## config.mk

```make
export PLATFORM = sky130hd
export DESIGN_NAME = ysyx_22041211_axi_arbiter
export DESIGN_NICKNAME = d
export VERILOG_FILES = /design/src/rtl/ysyx_22041211_axi_arbiter.sv
export SDC_FILE = /design/constraint.sdc
export NUM_CORES = 1
export LEC_CHECK = 0
export CORE_AREA = 2 2 142 144
export DETAILED_ROUTE_END_ITERATION = 7
export DIE_AREA = 0 0 144 146
export GPL_TIMING_DRIVEN = 0
export PLACE_DENSITY = 0.43
export SYNTH_ARGS = -nofsm -noshare
export SYNTH_HDL_FRONTEND = slang
export SYNTH_SLANG_ARGS = --single-unit
```

## constraint.sdc

```tcl
create_clock -name clk -period 3.1 [get_ports clk]
set_input_delay 0.775 -clock clk [delete_from_list [all_inputs] [get_ports clk]]
set_output_delay 0.775 -clock clk [all_outputs]
set_load 0.01 [all_outputs]
```

## src/rtl/ysyx_22041211_axi_arbiter.sv

```systemverilog
// Two-master (IFU read-only, LSU read/write) to one-slave AXI4-Lite arbiter in front of the unified SRAM.
// One transaction in flight; the owner's channels are muxed combinationally onto the slave port.
module ysyx_22041211_axi_arbiter #(
    parameter int ADDR_LEN = 32,
    parameter int DATA_LEN = 32
) (
    input  logic                  clk,
    input  logic                  rstn,

    input  logic [ADDR_LEN-1:0]   ifu_ar_addr_i,
    input  logic                  ifu_ar_valid_i,
    output logic                  ifu_ar_ready_o,
    output logic [DATA_LEN-1:0]   ifu_r_data_o,
    output logic [1:0]            ifu_r_resp_o,
    output logic                  ifu_r_valid_o,
    input  logic                  ifu_r_ready_i,

    input  logic [ADDR_LEN-1:0]   lsu_ar_addr_i,
    input  logic                  lsu_ar_valid_i,
    output logic                  lsu_ar_ready_o,
    output logic [DATA_LEN-1:0]   lsu_r_data_o,
    output logic [1:0]            lsu_r_resp_o,
    output logic                  lsu_r_valid_o,
    input  logic                  lsu_r_ready_i,
    input  logic [ADDR_LEN-1:0]   lsu_aw_addr_i,
    input  logic                  lsu_aw_valid_i,
    output logic                  lsu_aw_ready_o,
    input  logic [DATA_LEN-1:0]   lsu_w_data_i,
    input  logic [DATA_LEN/8-1:0] lsu_w_strb_i,
    input  logic                  lsu_w_valid_i,
    output logic                  lsu_w_ready_o,
    output logic [1:0]            lsu_b_resp_o,
    output logic                  lsu_b_valid_o,
    input  logic                  lsu_b_ready_i,

    output logic [ADDR_LEN-1:0]   s_ar_addr_o,
    output logic                  s_ar_valid_o,
    input  logic                  s_ar_ready_i,
    input  logic [DATA_LEN-1:0]   s_r_data_i,
    input  logic [1:0]            s_r_resp_i,
    input  logic                  s_r_valid_i,
    output logic                  s_r_ready_o,
    output logic [ADDR_LEN-1:0]   s_aw_addr_o,
    output logic                  s_aw_valid_o,
    input  logic                  s_aw_ready_i,
    output logic [DATA_LEN-1:0]   s_w_data_o,
    output logic [DATA_LEN/8-1:0] s_w_strb_o,
    output logic                  s_w_valid_o,
    input  logic                  s_w_ready_i,
    input  logic [1:0]            s_b_resp_i,
    input  logic                  s_b_valid_i,
    output logic                  s_b_ready_o
);

    typedef enum logic [1:0] {
        IDLE   = 2'd0,
        IFU_RD = 2'd1,
        LSU_RD = 2'd2,
        LSU_WR = 2'd3
    } state_t;

    localparam logic GRANT_IFU = 1'b0;
    localparam logic GRANT_LSU = 1'b1;

    state_t r_state;
    logic   r_last_grant;

    logic w_ifu_req;
    logic w_lsu_req;
    logic w_grant_lsu;
    logic w_ifu_own;
    logic w_lsu_rd_own;
    logic w_lsu_wr_own;

    assign w_ifu_req   = ifu_ar_valid_i;
    assign w_lsu_req   = lsu_aw_valid_i | lsu_ar_valid_i;
    // Under contention the master that did not win last time goes first.
    assign w_grant_lsu = w_lsu_req & (~w_ifu_req | (r_last_grant == GRANT_IFU));

    always_ff @(posedge clk or negedge rstn) begin
        if (!rstn) begin
            r_state      <= IDLE;
            r_last_grant <= GRANT_LSU;
        end else begin
            case (r_state)
                IDLE: begin
                    if (w_grant_lsu) begin
                        r_state      <= lsu_aw_valid_i ? LSU_WR : LSU_RD;
                        r_last_grant <= GRANT_LSU;
                    end else if (w_ifu_req) begin
                        r_state      <= IFU_RD;
                        r_last_grant <= GRANT_IFU;
                    end
                end
                IFU_RD: if (s_r_valid_i & ifu_r_ready_i) r_state <= IDLE;
                LSU_RD: if (s_r_valid_i & lsu_r_ready_i) r_state <= IDLE;
                LSU_WR: if (s_b_valid_i & lsu_b_ready_i) r_state <= IDLE;
                default: r_state <= IDLE;
            endcase
        end
    end

    assign w_ifu_own    = (r_state == IFU_RD);
    assign w_lsu_rd_own = (r_state == LSU_RD);
    assign w_lsu_wr_own = (r_state == LSU_WR);

    // Read path: slave AR/R follow whichever master owns the read.
    assign s_ar_addr_o  = w_ifu_own ? ifu_ar_addr_i : (w_lsu_rd_own ? lsu_ar_addr_i : '0);
    assign s_ar_valid_o = (w_ifu_own & ifu_ar_valid_i) | (w_lsu_rd_own & lsu_ar_valid_i);
    assign s_r_ready_o  = (w_ifu_own & ifu_r_ready_i)  | (w_lsu_rd_own & lsu_r_ready_i);

    assign ifu_ar_ready_o = w_ifu_own & s_ar_ready_i;
    assign ifu_r_valid_o  = w_ifu_own & s_r_valid_i;
    assign ifu_r_data_o   = w_ifu_own ? s_r_data_i : '0;
    assign ifu_r_resp_o   = w_ifu_own ? s_r_resp_i : 2'b00;

    assign lsu_ar_ready_o = w_lsu_rd_own & s_ar_ready_i;
    assign lsu_r_valid_o  = w_lsu_rd_own & s_r_valid_i;
    assign lsu_r_data_o   = w_lsu_rd_own ? s_r_data_i : '0;
    assign lsu_r_resp_o   = w_lsu_rd_own ? s_r_resp_i : 2'b00;

    // Write path: AW and W handshake independently; B closes the transaction.
    assign s_aw_addr_o  = w_lsu_wr_own ? lsu_aw_addr_i : '0;
    assign s_aw_valid_o = w_lsu_wr_own & lsu_aw_valid_i;
    assign s_w_data_o   = w_lsu_wr_own ? lsu_w_data_i : '0;
    assign s_w_strb_o   = w_lsu_wr_own ? lsu_w_strb_i : '0;
    assign s_w_valid_o  = w_lsu_wr_own & lsu_w_valid_i;
    assign s_b_ready_o  = w_lsu_wr_own & lsu_b_ready_i;

    assign lsu_aw_ready_o = w_lsu_wr_own & s_aw_ready_i;
    assign lsu_w_ready_o  = w_lsu_wr_own & s_w_ready_i;
    assign lsu_b_valid_o  = w_lsu_wr_own & s_b_valid_i;
    assign lsu_b_resp_o   = w_lsu_wr_own ? s_b_resp_i : 2'b00;

endmodule

```

==> results.json, run 1 <==
{
  "rr_endpoint": "r_state[0]",
  "setup-violations-final": 0,
  "ys_ff_latch": 3,
  "reg2reg_from": "r_state[1]",
  "worst_pin_slew_ns": 0.426,
  "finalMaxSlewViolations": 0,
  "grt_max_degree": 11,
  "fillCellCount": 2127,
  "synth_top_area_cell": "and3_1",
  "final_common_cell": "clkdlybuf4s50_1",
  "power_mw": 3.66,
  "firstDrtPassIters": 4,
  "vias_per_cell": 3.78,
  "synthCells": 238,
  "clk_pin_slew_ns": 0.03,
  "worstSkewPairLatency_ns": 0.22,
  "grt_pass1_vias": 3338,
  "die_w_um": 144,
  "maxCapViolations": 0,
  "final_area_mm2": 0.00563,
  "syn-cell-area_mm2": 0.00159,
  "cp-start-kind": "primary input",
  "dp_hpwl_mm": 11.9,
  "finalCriticalPeriod_ns": 2.88,
  "ir_drop_mv": 0.196,
  "synth_fp_nets": 420,
  "final_cell_mix": "clkdlybuf4s50_1, and3_1, and2_1, a22o_1, clkbuf_1",
  "nNetsFinal": 788,
  "hold_class": "flop to flop",
  "antennaDiodeCount": 0,
  "arrival_ns": 2.10,
  "area_growth_pct": 255,
  "fin_crit_sh_pct": 92.9,
  "wl_met3_mm": 1.32,
  "core_area_mm2": 0.0193,
  "fmax_mhz": 347,
  "antenna_found_initial": 0,
  "whs_path_depth": 1,
  "met2_length_mm": 7.19,
  "avgSynthCellArea_um2": 6.66,
  "cts.path.max_buffers": 2,
  "critPathMaxFanout": 4,
  "wl_per_cell_um": 15.6,
  "cts_tree": "built",
  "final_layout_size_suffix_gt1_share_pct": 3.80,
  "powerDensity_mw_per_mm2": 650,
  "p_leak_nw": 2.34,
  "cts_setup_buffers": 0,
  "min_from": "r_last_grant",
  "drt_iter0_markers": 97,
  "hold_end": "r_last_grant",
  "cts_max_level": 1,
  "worstSetupPathType": "primary input to output port",
  "ioPinCount": 364,
  "postCtsHoldBufs": 0,
  "start_util_pct": 8.20,
  "synth_area_leaders": "and3_1, and2_1, a22o_1",
  "drc": 0,
  "grtUsageTotal_pct": 11.6,
  "hold_slack_ns": 0.535,
  "final.setup.tns_ns": 0,
  "yosysWarnings": 0,
  "die_area_mm2": 0.0210,
  "rrSetupSlack_ns": 1.59,
  "vias": 3285,
  "clock_sinks": 3,
  "ant_nets": 0,
  "cts_buffers": 3,
  "synth_top_area_share_pct": 30.0,
  "gr-total-overflow": 0,
  "slew_headroom_pct": 71.6,
  "clockRootBuffer": "clkbuf_16",
  "num_rows": 51,
  "clock_skew_ns": 0.00109,
  "ys_seq_area_share_pct": 4.81,
  "wl_met1_mm": 4.81,
  "rsz0062_at_grt": "no",
  "io_buffers": 363,
  "dr.max_layer_used": "met4",
  "die_h_um": 146,
  "globalplace.congestion": 0.824,
  "worstPathRequired_ns": 2.32,
  "fin_cells": 870,
  "status": "complete, no violations",
  "yosysUniqueCellTypes": 23,
  "wl_mm": 13.5,
  "grt_pass1_wl_mm": 19.0,
  "r2r_cells": 5,
  "multiInputGateArea_mm2": 0.00133,
  "regArea_um2": 76.3,
  "dpl_cell_area_mm2": 0.00555,
  "cts_resized": 1,
  "cp-end-kind": "output port",
  "finalHoldViolCount": 0,
  "dp_cells": 866
}
==> per-layer routing <==
metal	vias up	global-route usage (%)
met1	1481	12.1
met3	16	2.67
met4	0	2.65
li1	1581	-
met2	207	23.2
met5	-	0
==> power by group <==
part           switching (mW)  total (mW)  internal [mW]  leakage, nW
Clock                  0.0358       0.206          0.170       0.0382
Sequential             0.0129      0.0767         0.0638       0.0344
Combinational            1.49        3.38           1.89         2.26
Total                    1.54        3.66           2.12         2.34
==> layout make-up <==
type | count | area share, %
timing repair buffer | 363 | 64.5
multi-input combinational | 201 | 23.6
tap | 265 | 5.88
buffer | 33 | 3.20
clock buffer | 4 | 1.40
sequential | 3 | 1.35
inverter | 1 | 0.0666
==> logic make-up (layout without fill, tap and decap cells) <==
family	count (synthesis)	after routing	synth area share, %
buffers and inverters	34	401	11.6
AO/OA/AOI/OAI	40	40	21.1
flip-flops	3	3	4.81
AND/OR/NAND/NOR	161	161	62.5
==> cells in the mapped netlist, drive strengths merged <==
| library cell | instances |
|---|---|
| o21ai | 1 |
| nor2 | 2 |
| and2 | 72 |
| nand3 | 1 |
| inv | 1 |
| clkbuf | 23 |
| a22o | 34 |
| a31oi | 3 |
| buf | 10 |
| nor4 | 1 |
| dfstp | 1 |
| dfrtp | 2 |
| a21oi | 1 |
| nand2 | 6 |
| nand3b | 1 |
| and3 | 76 |
| or2 | 1 |
| a21boi | 1 |
| and2b | 1 |
==> registers in the layout, summed over array words and instances, names as in the netlist <==
name and flops:
r_state 2, r_last_grant 1
==> worst max-delay path, stage by stage <==
cell and delay, ns:
clkdlybuf4s50_1 0.58, a22o_1 0.16, clkdlybuf4s50_1 0.59
==> per-stage QoR <==
| stage | worst slack [ns] | util, % |
|---|---|---|
| 6_report | 0.221 | 29.1 |
| 3_5_place_dp | 0.216 | 28.7 |
| 5_1_grt | 0.0332 | 29.1 |
| 3_3_place_gp | 0.218 | 28.7 |
| 2_1_floorplan | 1.14 | - |
| 4_1_cts | 0.144 | 29.1 |
==> how the worst max path moves through the flow <==
stage	startpoint	end	slack, ns
final	ifu_ar_valid_i	s_ar_valid_o	0.22
after global routing	r_state[0]	ifu_r_data_o[10]	0.03
after CTS	r_state[0]	ifu_r_data_o[10]	0.14
after detailed placement	r_state[0]	ifu_r_valid_o	0.22
after global placement	r_state[0]	ifu_r_valid_o	0.22
after floorplan	r_state[1]	s_ar_addr_o[0]	1.14
Note: power is estimated with default switching activity, not from simulation.
==> run 2, diff against run 1 <==
--- a/config.mk
+++ b/config.mk
@@ -6,6 +6,7 @@
 export NUM_CORES = 1
 export LEC_CHECK = 0
 export CORE_AREA = 2 2 142 144
+export CTS_CLUSTER_DIAMETER = 60
 export DETAILED_ROUTE_END_ITERATION = 7
 export DIE_AREA = 0 0 144 146
 export GPL_TIMING_DRIVEN = 0
==> constraint.sdc (replaced) <==
create_clock -name clk -period 3.34 [get_ports clk]
set_input_delay 0.835 -clock clk [delete_from_list [all_inputs] [get_ports clk]]
set_output_delay 0.835 -clock clk [all_outputs]
set_load 0.01 [all_outputs]
==> run 2 against run 1 <==
Sequential power is 10% lower. First-iteration DRC count grew 1.0%. Sequential cell count stayed put. Cell area about the same. Die area did not move. Routed wire length about the same. Core utilization hardly changed. Hold slack got worse by 0.0039 ns. Sequential share of layout area is essentially flat. Combinational power down 7.1%. Register-to-register slack improved by 0.27 ns. Final cell count unchanged. Critical path type is now flop to output port. Critical endpoint is now ifu_r_data_o[14]. Largest power group unchanged. Highest routed layer unchanged.
==> results.json, run 2 (synthesis results as in run 1) <==
{
  "wl_mm": 13.5,
  "rsz0062_at_grt": "no",
  "finalMaxSlewViolations": 0,
  "maxCapViolations": 0,
  "finalHoldViolCount": 0,
  "cts.path.max_buffers": 2,
  "worstSetupPathType": "flop to output port",
  "grt_pass1_wl_mm": 19.0,
  "hold_class": "flop to flop",
  "clock_skew_ns": 0.00131,
  "gr-total-overflow": 0,
  "whs_path_depth": 1,
  "cts_setup_buffers": 0,
  "cts_max_level": 1,
  "cp-start-kind": "flop",
  "clock_sinks": 3,
  "ant_nets": 0,
  "cts_tree": "built",
  "fillCellCount": 2124,
  "ioPinCount": 364,
  "cts_buffers": 3,
  "postCtsHoldBufs": 0,
  "worstPathRequired_ns": 2.50,
  "io_buffers": 363,
  "core_area_mm2": 0.0193,
  "die_h_um": 146,
  "slowest_delay_ns": 0.54,
  "drc": 0,
  "slew_headroom_pct": 70.7,
  "area_growth_pct": 255,
  "r2r_cells": 5,
  "path_depth": 6,
  "wl_per_cell_um": 15.6,
  "clk_pin_slew_ns": 0.03,
  "final_common_cell": "clkdlybuf4s50_1",
  "pre_cts_slack_ns": 0.338,
  "final_layout_size_suffix_gt1_share_pct": 3.80,
  "rrSetupSlack_ns": 1.86,
  "drt_iter0_markers": 98,
  "arrival_ns": 2.22,
  "dp_hpwl_mm": 11.9,
  "regArea_um2": 76.3,
  "globalplace.congestion": 0.824,
  "grtUsageTotal_pct": 11.6,
  "biggestRegsByFlops": "r_state: 2 flops, r_last_grant: 1 flops",
  "ir_drop_mv": 0.185,
  "dpl_cell_area_mm2": 0.00555,
  "reg2reg_from": "r_state[1]",
  "dp_cells": 866,
  "multiInputGateArea_mm2": 0.00133,
  "fin_crit_sh_pct": 91.6,
  "die_area_mm2": 0.0210,
  "largest_register_ffs": 2,
  "min_from": "r_last_grant",
  "vias_per_cell": 3.78,
  "firstDrtPassIters": 4,
  "grt_max_degree": 11,
  "cp-end-kind": "output port",
  "slowest_stage": "clkdlybuf4s50_1",
  "crit_buf_inv": 4,
  "die_w_um": 144,
  "worst_pin_slew_ns": 0.438,
  "finalCriticalPeriod_ns": 3.06,
  "hold_end": "r_last_grant",
  "cts_resized": 0,
  "powerDensity_mw_per_mm2": 603,
  "clockRootBuffer": "clkbuf_16",
  "antennaDiodeCount": 0,
  "fin_cells": 870,
  "final_cell_mix": "clkdlybuf4s50_1, and3_1, and2_1, a22o_1, clkbuf_1",
  "final.setup.tns_ns": 0,
  "setup-violations-final": 0,
  "grt_pass1_vias": 3338,
  "setup_ws_ns": 0.281,
  "fmax_mhz": 327,
  "final_area_mm2": 0.00563,
  "start_util_pct": 8.20,
  "status": "complete, no violations",
  "antenna_found_initial": 0,
  "top_register": "r_state",
  "crit_family": "buffers and inverters",
  "vias": 3288,
  "hold_slack_ns": 0.532,
  "worstSkewPairLatency_ns": 0.23,
  "critPathMaxFanout": 10,
  "rr_endpoint": "r_state[0]",
  "cp_cell_sequence": "buf_4 -> inv_2 -> nor2_2 -> clkbuf_1 -> and2_1 -> clkdlybuf4s50_1",
  "num_rows": 51,
  "p_leak_nw": 2.34,
  "nNetsFinal": 788
}
run 2: cell counts in the layout (fill, tap and decap cells not counted):
Identical to the previous run, type by type.
run 2: where the power goes:
group	switching, mW	internal, mW
logic	1.38	1.75
clock network	0.0342	0.158
registers	0.00948	0.0592
total	1.43	1.97
run 2: cell type report:
cell class / instances / share of cell area [%]
timing repair buffer: 363 / 64.5
multi-input combinational: 201 / 23.5
tap: 265 / 5.89
buffer: 33 / 3.20
clock buffer: 4 / 1.40
sequential: 3 / 1.36
inverter: 1 / 0.0667
run 2: through the flow:
step	power, mW	util [%]
2_1_floorplan	1.42	-
3_3_place_gp	3.26	28.7
3_5_place_dp	3.26	28.7
4_1_cts	3.47	29.1
5_1_grt	3.66	29.1
6_report	3.40	29.1
run 2: worst max path at each step:
stage                               from          endpoint  slack, ns
after floorplan               r_state[1]    s_ar_addr_o[0]       1.32
after global placement    ifu_ar_valid_i      s_ar_valid_o       0.37
after detailed placement  ifu_ar_valid_i      s_ar_valid_o       0.34
after CTS                     r_state[0]     ifu_r_valid_o       0.15
after global routing          r_state[0]  ifu_r_data_o[10]       0.05
final                         r_state[0]  ifu_r_data_o[14]       0.28
run 2: routing by layer:
layer	vias to the layer above	GRT usage (%)	wire length, um
met2	208	23.2	7170
li1	1581	-	-
met1	1482	12.1	4800
met4	0	2.65	236
met5	-	0	0
met3	17	2.67	1330
run 2: worst reg2reg max path: stages, from the launching register on:
cell and delay, ns:
dfrtp_1 0.35, buf_4 0.19, clkbuf_1 0.37, nor2_1 0.12, a21boi_0 0.20, o21ai_0 0.11
